$ cat config.mk
export PLATFORM = sky130hd
export DESIGN_NAME = mat_frame_loader
export DESIGN_NICKNAME = d
export VERILOG_FILES = /design/src/rtl/mat_frame_loader.sv
export SDC_FILE = /design/constraint.sdc
export NUM_CORES = 1
export LEC_CHECK = 0
export ABC_AREA = 1
export BUFFER_PORTS_ARGS = -buffer_cell sky130_fd_sc_hd__buf_2
export CORE_ASPECT_RATIO = 1.1
export CORE_MARGIN = 8
export CORE_UTILIZATION = 53
export CTS_CLUSTER_DIAMETER = 30
export DETAILED_ROUTE_END_ITERATION = 16
export GPL_TIMING_DRIVEN = 0
export PLACE_DENSITY_LB_ADDON = 0.12
export SYNTH_ARGS = -nofsm -noshare
export SYNTH_HDL_FRONTEND = slang
export SYNTH_SLANG_ARGS = --single-unit
$ cat constraint.sdc
create_clock -name clk -period 18.9 [get_ports clk]
set_input_delay 1.89 -clock clk [delete_from_list [all_inputs] [get_ports clk]]
set_output_delay 1.89 -clock clk [all_outputs]
set_load 0.02 [all_outputs]
$ cat src/rtl/mat_frame_loader.sv
// Serial-to-packed loader: assembles two 4x4 signed 16-bit matrices (A then B) from a word stream and holds the frame for downstream.
// Optional in_last framing check is enabled by defining MAT_FRAME_LOADER_CHK_EN.
module mat_frame_loader (
  input  logic         clk,
  input  logic         rst,
  input  logic         in_valid,
  output logic         in_ready,
  input  logic [15:0]  in_data,
  input  logic [2:0]   in_choice,
  input  logic         in_last,
  output logic         out_valid,
  input  logic         out_ready,
  output logic [255:0] A,
  output logic [255:0] B,
  output logic [2:0]   choice,
  output logic         frame_err
);

  // Handshakes: a word moves when in_valid & in_ready at a rising edge;
  // a frame moves when out_valid & out_ready at a rising edge.
  typedef enum logic [1:0] {
    LOAD_A = 2'd0,
    LOAD_B = 2'd1,
    HOLD   = 2'd2
  } state_t;

  state_t         state_q, state_d;
  logic [3:0]     idx_q, idx_d;
  logic [255:0]   a_q, a_d;
  logic [255:0]   b_q, b_d;
  logic [2:0]     choice_q, choice_d;
  logic           err_q, err_d;
  logic           accept;

  assign in_ready  = ~rst & (state_q != HOLD);
  assign accept    = in_valid & in_ready;
  assign out_valid = (state_q == HOLD);
  assign A         = a_q;
  assign B         = b_q;
  assign choice    = choice_q;
  assign frame_err = err_q;

`ifndef MAT_FRAME_LOADER_CHK_EN
  logic unused_in_last;
  assign unused_in_last = in_last;
`endif

  always_comb begin
    state_d  = state_q;
    idx_d    = idx_q;
    a_d      = a_q;
    b_d      = b_q;
    choice_d = choice_q;
    err_d    = 1'b0;
    case (state_q)
      LOAD_A: begin
        if (accept) begin
          // Element 0 lands in the top slice, so index e maps to [255-16e -: 16].
          for (int e = 0; e < 16; e++) begin
            if (idx_q == 4'(e)) a_d[255-16*e -: 16] = in_data;
          end
          if (idx_q == 4'd0) choice_d = in_choice;
          idx_d = idx_q + 4'd1;
          if (idx_q == 4'd15) state_d = LOAD_B;
        end
      end
      LOAD_B: begin
        if (accept) begin
          for (int e = 0; e < 16; e++) begin
            if (idx_q == 4'(e)) b_d[255-16*e -: 16] = in_data;
          end
          idx_d = idx_q + 4'd1;
          if (idx_q == 4'd15) state_d = HOLD;
        end
      end
      HOLD: begin
        if (out_ready) state_d = LOAD_A;
      end
      default: begin
        state_d = LOAD_A;
        idx_d   = 4'd0;
      end
    endcase
`ifdef MAT_FRAME_LOADER_CHK_EN
    // An early end marker aborts the frame; a missing one on word 32 is only flagged.
    if (accept) begin
      if ((state_q == LOAD_B) && (idx_q == 4'd15)) begin
        if (!in_last) err_d = 1'b1;
      end else if (in_last) begin
        err_d   = 1'b1;
        state_d = LOAD_A;
        idx_d   = 4'd0;
      end
    end
`endif
  end

  always_ff @(posedge clk or posedge rst) begin
    if (rst) begin
      state_q  <= LOAD_A;
      idx_q    <= 4'd0;
      a_q      <= '0;
      b_q      <= '0;
      choice_q <= 3'd0;
      err_q    <= 1'b0;
    end else begin
      state_q  <= state_d;
      idx_q    <= idx_d;
      a_q      <= a_d;
      b_q      <= b_d;
      choice_q <= choice_d;
      err_q    <= err_d;
    end
  end

endmodule

# Word level (Yosys, flattened, before mapping)
# Cells that the tools add are included.
# Widths: inputs -> output; s select.
# classes
n_reduce_logical	37
bitwise	4
n_mux	8
n_addsub	1
n_eq_ne	24
# ops
operator	n
$reduce_and 3->1	32
$eq 4x4->1 const B	8
$eq 4x3->1 const B	4
$mux 2	5
$ne 2x2->1 const B	5
$eq 4x2->1 const B	2
$pmux 4 s2	1
$pmux 2 s3	1
$reduce_and 5->1	1
$add 4x1->4 const B	1
$eq 4x1->1 const B	1
$logic_not 4->1	1
$mux 4	1
$ne 2x1->1 const B	2
$and 1x1->1	2
$eq 2x1->1 const B	1
$eq 2x2->1 const B	1
$logic_not 2->1	1
$not 1->1	2
$reduce_and 2->1	1
$reduce_or 2->1	1
# totals
regBits	521
wordCells	109

# Depth between registers and ports, before layout
# logic_depth
word_depth	5
depth_mapped	8
depth_no_buf	7

# Worst setup path before layout
# OpenSTA, ideal clock, no wires.
# synth_path
kind	input-to-reg
start	input rst
end	register a_q[16] (netlist: A[16])
n_path_buf	2
path_stages	8
setup_ps	117
arrival_time_ps	14309
setup_slack_ps	4474
path_cell_list	inv_1 -> nand2_1 -> nor2_2 -> buf_2 -> nand3_1 -> buf_2 -> nand2_1 -> nand2_1
# synth_between
elab_chain_len	4
# synth_lines
element	line	rtl
from (decl)	5	input logic rst,
$not 1->1	35	assign in_ready = ~rst & (state_q != HOLD);
$and 1x1->1	35	
$and 1x1->1	36	assign accept = in_valid & in_ready;
$reduce_and 3->1 (no line)	--	
to (signal assigned)	102	a_q <= '0;
to (signal assigned)	109	a_q <= a_d;
to (decl)	29	logic [255:0] a_q, a_d;
# Every way passes these cells.
# A chain may end at the register's enable or synchronous reset.

# Final worst setup path
# layout_path
start	input rst
end	register a_q[22] (netlist: A[22])
# Same word-level chain as after synthesis.

==> impl_metrics.tcl <==
set metrics [dict create \
    status "finished clean" \
    synth.most_common_cell "nand2_1" \
    worstPathArrival_ns 4.98 \
    grt_setup_unrepaired "false" \
    cts-resized-gates 0 \
    grt_pass1_vias 21400 \
    root_buffer "clkbuf_16" \
    maxCapViolations 0 \
    core-area_um2 40200 \
    cts_hold_buf 0 \
    async_reset_ff_frac 1.00 \
    top_usage_layer "met2" \
    insertion_delay_ns 0.64 \
    cp_slowest_cell "buf_16" \
    grtUsageMet3 0.115 \
    instances_no_fill 3659 \
    ios 542 \
    synth.cells.most_frequent "1082 x nand2_1, 521 x dfrtp_1, 354 x nand4_1" \
    wl_um 89300 \
    timing.fmax_mhz 223 \
    clkTransAtPathRegs_ns 0.05 \
    start_kind "primary input" \
    start_util 0.536 \
    skew_ns 0.0171 \
    netlist.area_leader.share 0.606 \
    dpl_cell_area_um2 25000 \
    netlist_area_um2 21500 \
    vdd_drop_max_mv 0.120 \
    yosysWarnings 0 \
    fp.dieW_um 208 \
    layout_worst_path_cycle_share 0.237 \
    synthFlopType "dfrtp_1" \
    grt-ovfl-total 0 \
    cts_setup_buffers 0 \
    viasPerCell 5.85 \
    period_needed_ns 4.48 \
    gp_congestion 0.913 \
    cpPeakStageDelay_ns 0.49 \
    num_vias 21400 \
    crit_buf_inv 6 \
    syn-num-nets 2435 \
    drc 0 \
    drt_first_pass_iters 6 \
    ys_ff_latch 521 \
    dp.cells 3463 \
    relSlewSlack 0.257 \
    setup_viol 0 \
    cts_buffers 101 \
    grt_pass1_wl_um 131000 \
    fp.dieH_um 227 \
    portBuffers 539 \
    final_nets 3081 \
    required_ns 19.40 \
    path_class "in -> reg" \
    grt_use_met1 0.426 \
    htree_num_levels 3 \
    use_met2 0.594 \
    yosys.area.top_type "dfrtp_1" \
    synth_area_leaders "dfrtp_1 61%, nand2_1 19%, nand4_1 10%, nand3_1 3.4%, buf_2 2.5%" \
    antenna_left 0 \
    cts_sinks 521 \
    dpl.hpwl_um 62400 \
    areaGrowthSynthToFinish_pct 33.6 \
    power_leakage_uw 0.0167 \
    cts_tree "yes" \
    clock_path_buffers 3 \
    p_per_area_nw_per_um2 177 \
    drv_slew 0 \
    dieArea_um2 47300 \
    cp-end-kind "flip-flop" \
    worstPathMaxFanout 123 \
    drt-initial-drc-count 2122 \
    tightest_slew_ns 1.11 \
    grt_start_max_net_pins 124 \
    antenna_found_initial 8 \
    drive_above_1_share 0.277 \
    fin_area_um2 28800 \
    finalSetupTns_ns 0 \
    grtUsageTotal 0.366 \
    synth-seq-area-share 0.606 \
    cp_top_family "buffers and inverters" \
    wl_per_cell_um 24.4 \
    synth_edf_count 0 \
    hold_path_class "reg -> reg" \
    cp_cell_sequence "buf_2 > inv_8 > buf_16 > buf_16 > nand2_1 > nor2_2 > buf_2 > nand3_1 > buf_2 > nand2_1 > nand2_1" \
    synth.avg_cell_area_um2 8.94 \
    num_rows 77 \
    synthCells 2407 \
    synth_cell_types 17 \
    final_hold_viol_count 0 \
]
[power breakdown]
part / switching (uW) / leakage, uW / internal (uW)
clock network: 643 / 0.00181 / 1330
logic: 1010 / 0.00787 / 395
registers: 244 / 0.00701 / 1470
total: 1900 / 0.0167 / 3190
[worst min-delay path: stages, from the launching register on]
cell	delay [ns]
dfrtp_1	0.33
nand2_1	0.05
nand2_1	0.05
[kinds of logic (layout without fill, tap and decap cells)]
group                    after synthesis  in the layout  synth area share
AO/OA/AOI/OAI                          5              5           0.00116
AND/OR/NAND/NOR                     1629           1629             0.341
flip-flops                           521            521             0.606
buffers and inverters                247            980            0.0498
other                                  1              7          0.000174
adder cells (fa/ha/maj)                4              4           0.00233
[sequential cells by signal, indices dropped and copies added, names as in the netlist]
register	cells
B	256
A	256
state_q	2
choice	3
idx_q	4
[metrics by stage]
step	hold slack, ns	utilization	power (uW)	setup WS [ns]
2_1_floorplan	0.529	-	2470	2.40
3_3_place_gp	0.451	0.619	3080	-3.04
3_5_place_dp	0.453	0.622	3110	13.65
4_1_cts	0.465	0.716	5080	14.27
5_1_grt	0.471	0.716	5280	14.00
6_report	0.461	0.716	5090	14.42
[final timing paths]
path | startpoint | endpoint | depth (start not counted) | slack, ns
setup / recovery | rst | A[22] | 11 | 14.42
hold / removal | A[226] | A[226] | 2 | 0.46
setup reg to reg | idx_q[0] | A[145] | 7 | 16.26
hold reg to reg | A[226] | A[226] | 2 | 0.46
max in group asynchronous | rst | A[51] | 5 | 15.58
min in group asynchronous | rst | A[189] | 2 | 1.34
[area by class of cell]
type,count,area [um^2]
sequential,521,13000
fill,3129,11400
multi-input combinational,1639,7420
timing repair buffer,543,2810
clock buffer,118,2730
clock inverter,72,1040
buffer,227,996
tap,513,642
inverter,20,82.6
antenna,6,15.0
[metal layers]
layer	share of wire	routed length, um
met1	0.36	32400
met2	0.47	42200
met3	0.10	9330
met4	0.060	5360
met5	0.00024	21
[cells in the final DEF (no fill, tap or decap), drive strengths merged]
cell and instances:
nand2 1082, buf 676, dfrtp 521, nand4 354, clkbuf 212, nand3 168
inv 34, clkinv 26, nor2 25, bufinv 21, clkinvlp 11, diode 6
o21ai 5, ha 4, conb 1
No activity file was read; power rests on OpenSTA's default activity.
